File: config.mk
export PLATFORM = sky130hd
export DESIGN_NAME = bus_arbiter
export DESIGN_NICKNAME = d
export VERILOG_FILES = /design/src/rtl/bus_arbiter.sv
export SDC_FILE = /design/constraint.sdc
export NUM_CORES = 1
export LEC_CHECK = 0
export CAP_MARGIN = 5
export CORE_MARGIN = 3
export CORE_UTILIZATION = 40
export CTS_CLUSTER_DIAMETER = 150
export DETAILED_ROUTE_END_ITERATION = 8
export PLACE_DENSITY_LB_ADDON = 0.25
export REMOVE_ABC_BUFFERS = 1
export SYNTH_ARGS = -nofsm -noshare
export SYNTH_HDL_FRONTEND = slang
export SYNTH_SLANG_ARGS = --single-unit
File: constraint.sdc
create_clock -name SCLK -period 4.3 [get_ports SCLK]
set_input_delay 0.86 -clock SCLK [delete_from_list [all_inputs] [get_ports SCLK]]
set_output_delay 0.86 -clock SCLK [all_outputs]
set_load 0.05 [all_outputs]
File: src/rtl/bus_arbiter.sv
`default_nettype none
// ============================================================================
//  Module      : bus_arbiter
//  Description : Two-cache main-memory bus arbiter. Alternates ownership on
//                contention, drives the memory request and snoop lines for
//                the owner, waits for data ready with a bounded timeout and
//                returns read data together with done / error pulses.
//  Revision    : 1.0 - initial release
// ============================================================================
module bus_arbiter #(
    parameter int TIMEOUT = 15
) (
    input  logic        SCLK,
    input  logic        SRST,
    input  logic        req_A,
    input  logic        req_B,
    input  logic        cpu_rw_A,
    input  logic        cpu_rw_B,
    input  logic [23:0] addr_A,
    input  logic [23:0] addr_B,
    input  logic [31:0] wdata_A,
    input  logic [31:0] wdata_B,
    input  logic        DR,
    input  logic [31:0] mem_data,
    output logic        AR,
    output logic        RW_A,
    output logic        RW_B,
    output logic        snoop_A,
    output logic        snoop_B,
    output logic [23:0] addr_o,
    output logic [31:0] data_o,
    output logic        gnt_A,
    output logic        gnt_B,
    output logic        done_A,
    output logic        done_B,
    output logic        err_A,
    output logic        err_B,
    output logic [31:0] rdata
);

    localparam logic [3:0] c_timeout_cnt = 4'(TIMEOUT);

    typedef enum logic [1:0] {
        ST_IDLE   = 2'd0,
        ST_ACCESS = 2'd1,
        ST_WAIT   = 2'd2,
        ST_DONE   = 2'd3
    } state_t;

    state_t      state_q;
    logic        owner_b_q;   // 1 = cache B owns the bus
    logic        last_b_q;    // 1 = cache B was served last
    logic        rw_q;
    logic [3:0]  cnt_q;
    logic [23:0] addr_q;
    logic [31:0] data_q;
    logic [31:0] rdata_q;
    logic        ar_q;
    logic        rw_a_q;
    logic        rw_b_q;
    logic        snoop_a_q;
    logic        snoop_b_q;
    logic        gnt_a_q;
    logic        gnt_b_q;
    logic        done_a_q;
    logic        done_b_q;
    logic        err_a_q;
    logic        err_b_q;

    logic        owner_b_d;
    logic [3:0]  cnt_d;

    // Arbitration winner: sole requester, or the side not served last on a tie
    always_comb begin
        owner_b_d = req_B;
        if (req_A && req_B) begin
            owner_b_d = ~last_b_q;
        end
        cnt_d = cnt_q + 4'd1;
    end

    // Arbiter FSM with all outputs registered
    always_ff @(posedge SCLK or posedge SRST) begin
        if (SRST) begin
            state_q   <= ST_IDLE;
            owner_b_q <= 1'b0;
            last_b_q  <= 1'b1;
            rw_q      <= 1'b0;
            cnt_q     <= 4'd0;
            addr_q    <= 24'd0;
            data_q    <= 32'd0;
            rdata_q   <= 32'd0;
            ar_q      <= 1'b0;
            rw_a_q    <= 1'b0;
            rw_b_q    <= 1'b0;
            snoop_a_q <= 1'b0;
            snoop_b_q <= 1'b0;
            gnt_a_q   <= 1'b0;
            gnt_b_q   <= 1'b0;
            done_a_q  <= 1'b0;
            done_b_q  <= 1'b0;
            err_a_q   <= 1'b0;
            err_b_q   <= 1'b0;
        end else begin
            // completion flags are single-cycle pulses
            done_a_q <= 1'b0;
            done_b_q <= 1'b0;
            err_a_q  <= 1'b0;
            err_b_q  <= 1'b0;
            case (state_q)
                ST_IDLE: begin
                    if (req_A || req_B) begin
                        state_q   <= ST_ACCESS;
                        owner_b_q <= owner_b_d;
                        last_b_q  <= owner_b_d;
                        rw_q      <= owner_b_d ? cpu_rw_B : cpu_rw_A;
                        addr_q    <= owner_b_d ? addr_B : addr_A;
                        data_q    <= owner_b_d ? wdata_B : wdata_A;
                        ar_q      <= 1'b1;
                        gnt_a_q   <= ~owner_b_d;
                        gnt_b_q   <= owner_b_d;
                        rw_a_q    <= ~owner_b_d & cpu_rw_A;
                        rw_b_q    <= owner_b_d & cpu_rw_B;
                        snoop_a_q <= owner_b_d;
                        snoop_b_q <= ~owner_b_d;
                    end
                end
                ST_ACCESS: begin
                    // DR is deliberately ignored here: it may still be high
                    // from the previous access
                    state_q <= ST_WAIT;
                    cnt_q   <= 4'd0;
                end
                ST_WAIT: begin
                    if (DR || (cnt_d == c_timeout_cnt)) begin
                        state_q   <= ST_DONE;
                        ar_q      <= 1'b0;
                        rw_a_q    <= 1'b0;
                        rw_b_q    <= 1'b0;
                        snoop_a_q <= 1'b0;
                        snoop_b_q <= 1'b0;
                        done_a_q  <= ~owner_b_q;
                        done_b_q  <= owner_b_q;
                        if (DR) begin
                            if (rw_q) begin
                                rdata_q <= mem_data;
                            end
                        end else begin
                            cnt_q   <= cnt_d;
                            err_a_q <= ~owner_b_q;
                            err_b_q <= owner_b_q;
                        end
                    end else begin
                        cnt_q <= cnt_d;
                    end
                end
                ST_DONE: begin
                    state_q <= ST_IDLE;
                    gnt_a_q <= 1'b0;
                    gnt_b_q <= 1'b0;
                end
                default: begin
                    state_q <= ST_IDLE;
                end
            endcase
        end
    end

    assign AR      = ar_q;
    assign RW_A    = rw_a_q;
    assign RW_B    = rw_b_q;
    assign snoop_A = snoop_a_q;
    assign snoop_B = snoop_b_q;
    assign addr_o  = addr_q;
    assign data_o  = data_q;
    assign gnt_A   = gnt_a_q;
    assign gnt_B   = gnt_b_q;
    assign done_A  = done_a_q;
    assign done_B  = done_b_q;
    assign err_A   = err_a_q;
    assign err_B   = err_b_q;
    assign rdata   = rdata_q;

endmodule
`default_nettype wire

==> results.yml <==
status:
  status: "completed"
floorplanning:
  die_area_sq_um: 13400
  initial_core_util_pct: 41.6
  io_pins: 250
  die_w_um: 116
  fp-row-count: 39
  core_area_sq_um: 11600
  die_h_um: 116
finish:
  mostFrequentLayoutCells: "clkdlybuf4s50_1, dfrtp_1, o21ai_0"
  fin_nets: 817
  final_area_sq_um: 7700
  final_common_cell: "clkdlybuf4s50_1"
  drive_gt1_share_pct: 9.49
  antenna_cells: 0
  syn_to_final_growth_pct: 59.5
  finish.utilization_pct: 66.3
yosys:
  synth-xor-area-share_pct: 0
  ys_seq_area_share_pct: 56.0
  async_flop_share_pct: 100
  synthAdderAreaFrac_pct: 1.81
  avgSynthCellArea_sq_um: 11.5
  synth_ff_type: "dfrtp_1"
  synth_top_family_by_area: "multiplexers"
  synthSimpleGateAreaFrac_pct: 8.24
  synthMuxAreaShare_pct: 19.7
  synth_compound_area_share_pct: 10.2
  netlist_area_sq_um: 4830
  synthCells: 418
  yosysUniqueCellTypes: 37
  yosys_warnings: 0
  ys_ff_latch: 108
  synth-edff-count: 0
timing:
  min_period_over_period_pct: 61.5
  rsz0062_at_grt: "false"
  finalWorstSetupSlack_ns: 1.66
  slew_headroom_pct: 38.9
  worst_pin_slew_ns: 0.917
  fmax_mhz: 378
  period_minus_slack_ns: 2.64
  tns_ns: 0
  final-setup-viol-count: 0
  fin_skew_ns: 0.00645
  finalHoldViolCount: 0
  drv_slew: 0
global_routing:
  grt-ovfl-total: 0
  grt_max_degree: 111
  grt.total_usage_pct: 19.7
  antenna_found_initial: 0
  grt_pass1_wl_mm: 20.5
  grt_pass1_vias: 4047
route:
  ant_nets: 0
  via_per_inst: 4.86
  wl_met2_mm: 6.51
  drt-pass1-iter-count: 4
  first_iter_violations: 160
  routedWlPerCell_um: 16.7
  drc: 0
  wl_met3_mm: 1.69
  wl_met1_mm: 5.11
  vias: 3926
  highest_layer: "met4"
  finalWirelength_mm: 13.4
cts:
  tritoncts: "yes"
  cts_sinks: 108
  hold_buffers: 0
  cts_root_buf: "clkbuf_16"
  cts_made_buffers: 9
  htree_levels: 3
  cts_buffer_depth: 2
  ctsResizeCount: 0
  clkLatencyLatePin_ns: 0.33
  path_clk_slew_ns: 0.07
  post_cts_buffers: 0
min_path:
  hold_end: "addr_o[12]$_DFFE_PP0P_"
  hold_class: "reg2reg"
  hold_depth: 2
  hold_path.startpoint: "addr_o[12]$_DFFE_PP0P_"
pwr:
  power_density_nw_per_um2: 804
  ir_drop_uv: 420
  leakagePower_nw: 3.34
  power_w: 0.00619
flow_run:
  cap_violations: 0
worst_setup_path:
  r2r_cells: 5
  r2r_slack_ns: 2.08
  reg2reg_from: "state_q[0]$_DFFE_PP0P_"
  end_kind: "flip-flop"
  critPathMaxFanout: 32
  cp.arrival_ns: 2.81
  cp.required_ns: 4.46
  path_class: "in2reg"
  cp-start-kind: "input pin"
  rr_endpoint: "data_o[20]$_DFFE_PP0P_"
placed_design:
  place_ws_ns: 1.29
  io_buffers: 249
  placed_cell_area_sq_um: 7390
  place.gp.congestion: 0.826
  hpwlAfterDp_mm: 10.5
power by group:
group / total, W / switching (W) / leakage [nW] / internal [W]
Combinational: 0.00360 / 0.00234 / 1.86 / 0.00126
Clock: 0.000833 / 0.000349 / 0.142 / 0.000484
Sequential: 0.00176 / 0.000264 / 1.34 / 0.00150
flip-flops by register name (all words and copies together), names as in the netlist:
signal	flops
AR	1
RW_A	1
RW_B	1
addr_o	24
cnt_q	4
data_o	32
done_A	1
done_B	1
err_A	1
err_B	1
gnt_A	1
gnt_B	1
last_b_q	1
owner_b_q	1
rdata	32
rw_q	1
snoop_A	1
snoop_B	1
state_q	2
synthesized netlist by cell type, drive strengths merged, types with 3 or more instances:
cell | number | share of area [%]
dfrtp | 107 | 55
o21ai | 65 | 6.8
nand2 | 63 | 5.0
mux2i | 59 | 12
mux2 | 32 | 7.5
buf | 17 | 2.7
inv | 9 | 0.70
nor2 | 9 | 0.70
clkbuf | 8 | 0.62
a21oi | 7 | 0.73
ha | 7 | 1.8
a22o | 4 | 0.75
nand3 | 4 | 0.41
and2 | 3 | 0.49
nand2b | 3 | 0.39
o22ai | 3 | 0.39
metal layers:
layer / GRT usage [%] / up-vias
li1: - / 1927
met2: 33.9 / 174
met5: 0 / -
met4: 4.56 / 0
met1: 22.2 / 1815
met3: 9.30 / 10
final cells by class:
type / count / area [sq um]
Tap cell: 143 / 179
Clock inverter: 3 / 45.0
Inverter: 9 / 36.3
Fill cell: 948 / 3920
Clock buffer: 13 / 260
Timing Repair Buffer: 255 / 2540
Sequential cell: 108 / 2700
Multi-Input combinational cell: 276 / 1940
worst max-delay path, cell delays in order:
cell	delay, ns
clkdlybuf4s50_1	0.56
nand2_2	0.14
and2_4	0.48
buf_4	0.39
mux2i_1	0.22
o21ai_0	0.10
worst max path at each step:
stage	from	end	slack [ns]	cells after the start
final	req_A	addr_o[4]$_DFFE_PP0P_	1.66	6
after global routing	req_A	addr_o[4]$_DFFE_PP0P_	1.51	6
after CTS	req_A	addr_o[4]$_DFFE_PP0P_	1.64	6
after detailed placement	req_A	addr_o[4]$_DFFE_PP0P_	1.29	6
after global placement	req_A	data_o[6]$_DFFE_PP0P_	1.41	6
after floorplan	SRST	AR$_DFFE_PP0P_	0.60	1
per-stage QoR:
step / instances / hold WS [ns]
2_1_floorplan: 393 / 0.440
3_3_place_gp: 791 / 0.462
3_5_place_dp: 791 / 0.470
4_1_cts: 807 / 0.485
5_1_grt: 807 / 0.499
6_report: 807 / 0.478
cells by family after synthesis:
logic type,count (synthesis)
buffers and inverters,34
adders and majority gates,7
DFF,108
AOI/OAI and AO/OA,87
muxes,91
and+or+nand+nor,91
Note: power is estimated with default switching activity, not from simulation.
==> edit 1 (same settings) <==
Register the output `err_B` once more; this adds one clock of latency there. The other outputs are not delayed to match.
--- a/src/rtl/bus_arbiter.sv
+++ b/src/rtl/bus_arbiter.sv
@@ -178,7 +178,9 @@
     assign done_A  = done_a_q;
     assign done_B  = done_b_q;
     assign err_A   = err_a_q;
-    assign err_B   = err_b_q;
+    always_ff @(posedge SCLK) begin
+        err_B <= err_b_q;
+    end
     assign rdata   = rdata_q;
 
 endmodule
Function: same outputs for any inputs over 10 cycles, from zero or initial values and one cycle with SRST high; that may be too few to reach the edited logic, so the function may still have changed.
==> edit 1 against the unedited design <==
Wire length rose by 1.1%. Sequential cell count rose by 1. Critical path type unchanged. Critical endpoint is now addr_o[6]. Highest routed layer unchanged. Clock skew rose by 0.0053 ns. Count of clock-buffer cells in the layout fell by 3. Final area rose by 0.67%. Largest power group unchanged. Power rose by 1.0%. Worst setup slack improved by 0.063 ns. Area after synthesis rose by 0.41%.
==> edit 1: results (changes against the unedited design) <==
The final RePlAce weighted congestion came out at 0.7945 (-3.8%). The estimated wirelength of the detail-placed design is 10550 um (+0.45%). The total of fill cells in the finished design is 926 (-2.3%). The maximum number of pins on one net before global-route repair was 81 (-27%). The number of distinct standard cells referenced by the synthesized netlist is 38 (+2.7%). The via count of the first global-routing pass came to 4119 (+1.8%). The static leakage came out at 3.364 nW (+0.59%). The total number of nets in the final design came to 819 (+0.24%).

The final clock skew was 0.01171 ns (+0.005260 ns). The total number of vias came out at 3960 (+0.87%). The first-iteration detailed-routing DRC count came out at 150 (-6.3%). The post-place instance area came out at 0.007432 mm2 (+0.54%).

The part of the Yosys area used for sequential elements came out at 56.20% (+0.18 points). The share of layout cells above drive strength 1 came out at 9.760% (+0.27 points). The slew of the pin with the lowest slew margin came out at 0.7083 ns (-0.2084 ns).

The arrival time reported for the critical path endpoint came out at 2.79 ns (-0.02 ns). The biggest fanout along the worst timing path came to 36 (+13%). The initial antenna violation count is 0 (unchanged). The total routing usage reported by global routing came out at 19.49% (-0.17 points). The number of sinks handled by clock tree synthesis came out at 109 (+0.93%). The async set-reset flop share out of synthesis is 99.08% (-0.92 points). The overall routed net length came to 13590 um (+1.1%). The worst ir drop on vdd came out at 0.4962 mV (+18%). The netlist area before placement is 0.004847 mm2 (+0.41%).

The run finished with clean final reports. By area the synthesized netlist is led by sky130_fd_sc_hd__dfrtp_1 (55%), sky130_fd_sc_hd__mux2i_1 (12%), sky130_fd_sc_hd__mux2_2 (7.4%), sky130_fd_sc_hd__o21ai_0 (6.5%), sky130_fd_sc_hd__nand2_1 (4.8%). The post-placement worst setup slack is 1.340 ns (+0.04976 ns). The first-pass GRT wire length came to 20420 um (-0.30%).

The internal power of the cells was 0.003280 W (+1.3%).
edit 1: cell types whose count changed after synthesis:
cell	before	now
sky130_fd_sc_hd__dfxtp_1	0	1
edit 1: cell families after synthesis:
family / after synthesis / share of synthesized area, %
adder cells (fa/ha/maj): 7 / 1.807
buffers and inverters: 34 / 4.027
AO/OA/AOI/OAI: 87 / 10.14
AND/OR/NAND/NOR: 91 / 8.209
multiplexers: 91 / 19.62
flip-flops: 109 / 56.20
edit 1: worst max-delay path, cell delays in order:
cell and delay [ns]:
sky130_fd_sc_hd__clkdlybuf4s50_1 0.55, sky130_fd_sc_hd__nand2_2 0.14, sky130_fd_sc_hd__and2_4 0.56, sky130_fd_sc_hd__buf_4 0.35
sky130_fd_sc_hd__mux2i_1 0.22, sky130_fd_sc_hd__o21ai_0 0.09
edit 1: path summary, 6_finish.rpt:
check / start / to / slack (ns) / cells past startpoint
worst max-delay path: req_A / addr_o[6] / 1.72 / 6
worst min-delay path: err_b_q / err_B / 0.35 / 0
max in group asynchronous: SRST / data_o[15] / 2.56 / 3
worst min register to register: err_b_q / err_B / 0.35 / 0
min in group asynchronous: SRST / rdata[7] / 0.98 / 2
worst max register to register: state_q[0] / RW_B / 2.29 / 6
edit 1: final cells by class:
cell class,instances,area [um2],share of cell area (%)
multi-input combinational,276,1936,24.98
timing repair buffer,256,2557,33.00
sequential,109,2724,35.15
inverter,9,36.28,0.4683
clock buffer,10,229.0,2.955
clock inverter,6,87.58,1.130
tap,143,178.9,2.309
edit 1: metal layers:
layer	global-route usage, %	part of all wire (%)	vias to the layer above
li1	-	-	1928
met1	22.01	38	1843
met2	33.18	49	174
met3	8.825	12	15
met4	5.955	1.6	0
met5	0	0	-
edit 1: power groups by stage:
stage                     logic [W]  registers (W)  clock network (W)
after floorplan            0.000811        0.00328                  0
after global placement      0.00358        0.00176                  0
after detailed placement    0.00364        0.00178                  0
after CTS                   0.00365        0.00177           0.000896
after global routing        0.00383        0.00182           0.000939
final                       0.00361        0.00176           0.000877
edit 1: per-stage QoR:
step	util (%)	cells
after global routing	66.72	809
after CTS	66.72	809
after detailed placement	63.99	793
after floorplan	-	394
after global placement	63.99	793
final	66.72	809
==> edit 2 (same settings) <==
Without the edit above. Change the parameter `TIMEOUT` from 15 to 11.
--- a/src/rtl/bus_arbiter.sv
+++ b/src/rtl/bus_arbiter.sv
@@ -8,7 +8,7 @@
 //  Revision    : 1.0 - initial release
 // ============================================================================
 module bus_arbiter #(
-    parameter int TIMEOUT = 15
+    parameter int TIMEOUT = 11
 ) (
     input  logic        SCLK,
     input  logic        SRST,
Check against the original RTL: no difference found for any inputs over 10 cycles, from zero or initial values and one cycle with SRST high; that may be too few to reach the edited logic, so the function may still have changed.
==> edit 2 against the unedited design <==
Worst setup slack better by 0.068 ns. Critical path type unchanged. Power fell by 0.37%. Critical endpoint is now addr_o[11]. Register-to-register slack improved by 0.30 ns. Wire length about the same. Critical path depth is the same. Sequential cell count is the same. First-iteration DRC count is 5.6% higher. Clock power down 2%. Final area decreased by 0.13%. Area after synthesis fell by 0.23%. Maximum frequency is 2.6% higher. Count of clock-buffer cells in the layout is 2 lower.
==> edit 2: results (changes against the unedited design) <==
The flow ran to the end, and the final reports show no timing, DRC or antenna violations. The estimated wirelength of the detail-placed design was 10320 um (-1.7%). The share of cell area taken by flip-flops and latches is 35.17% (+0.046 points). The length of routed met2 wiring came out at 6681 um (+2.6%). The combinational power is 0.00359 W (about the same). The via count of the first global-routing pass came out at 4119 (+1.8%). The part of the Yosys area used for sequential elements is 56.14% (+0.13 points). The post-placement worst setup slack is 1.358 ns (+0.06741 ns). Yosys attributes the largest share of cell area to sky130_fd_sc_hd__dfrtp_1 (56%), sky130_fd_sc_hd__mux2i_1 (12%), sky130_fd_sc_hd__mux2_2 (7.5%), sky130_fd_sc_hd__o21ai_0 (6.5%), sky130_fd_sc_hd__nand2_1 (4.9%). The maximum number of pins on one net before global-route repair came out at 104 (-6.3%). The setup slack on the worst flop-to-flop path is 2.38 ns (+0.30 ns).

The share of layout cells above drive strength 1 is 8.899% (-0.59 points). The total routing usage reported by global routing is 19.67% (about the same). The first-pass GRT wire length is 20670 um (+0.91%). The final clock skew was 0.006484 ns (+0.00003003 ns).

The amount of wire on met3 after detailed routing is 1457 um (-14%). The clock distribution area overhead in the final layout is 3.809% (-0.16 points). The first-iteration detailed-routing DRC count came out at 169 (+5.6%). In the synthesized netlist, the cells that appear most often are sky130_fd_sc_hd__dfrtp_1 (107), sky130_fd_sc_hd__nand2_1 (63), sky130_fd_sc_hd__o21ai_0 (63).

For hold timing, the worst endpoint is data_o[4]. The total routed wire length on the met1 layer came out at 5169 um (+1.1%). The worst ir drop on vdd came out at 0.5369 mV (+28%).

The total of fill cells in the finished design is 941 (-0.74%). The via density per instance came to 4.918 (+1.1%). The area of combinational cells with multiple inputs was 0.001926 mm2 (-0.52%).

The slew of the pin with the lowest slew margin is 1.113 ns (+0.1962 ns).
-- edit 2: kinds of logic (layout without fill, tap and decap cells) --
kind of cell    after synthesis  in the layout  share of synthesized area (%)
buf+inv                      34            279                          4.027
compound gates               86             86                          9.977
flops                       108            108                          56.14
simple gates                 92             92                          8.288
fa+ha+maj                     7              7                          1.819
mux                          91             91                          19.75
-- edit 2: metrics by stage --
| step | hold slack, ns | utilization [%] | instance area [um2] | total power (W) |
|---|---|---|---|---|
| final | 0.4794 | 66.19 | 7687 | 0.006166 |
| after CTS | 0.4852 | 66.19 | 7687 | 0.006235 |
| after global routing | 0.5030 | 66.19 | 7687 | 0.006497 |
| after floorplan | 0.4400 | - | 4656 | 0.004072 |
| after global placement | 0.4612 | 63.67 | 7395 | 0.005316 |
| after detailed placement | 0.4691 | 63.67 | 7395 | 0.005394 |
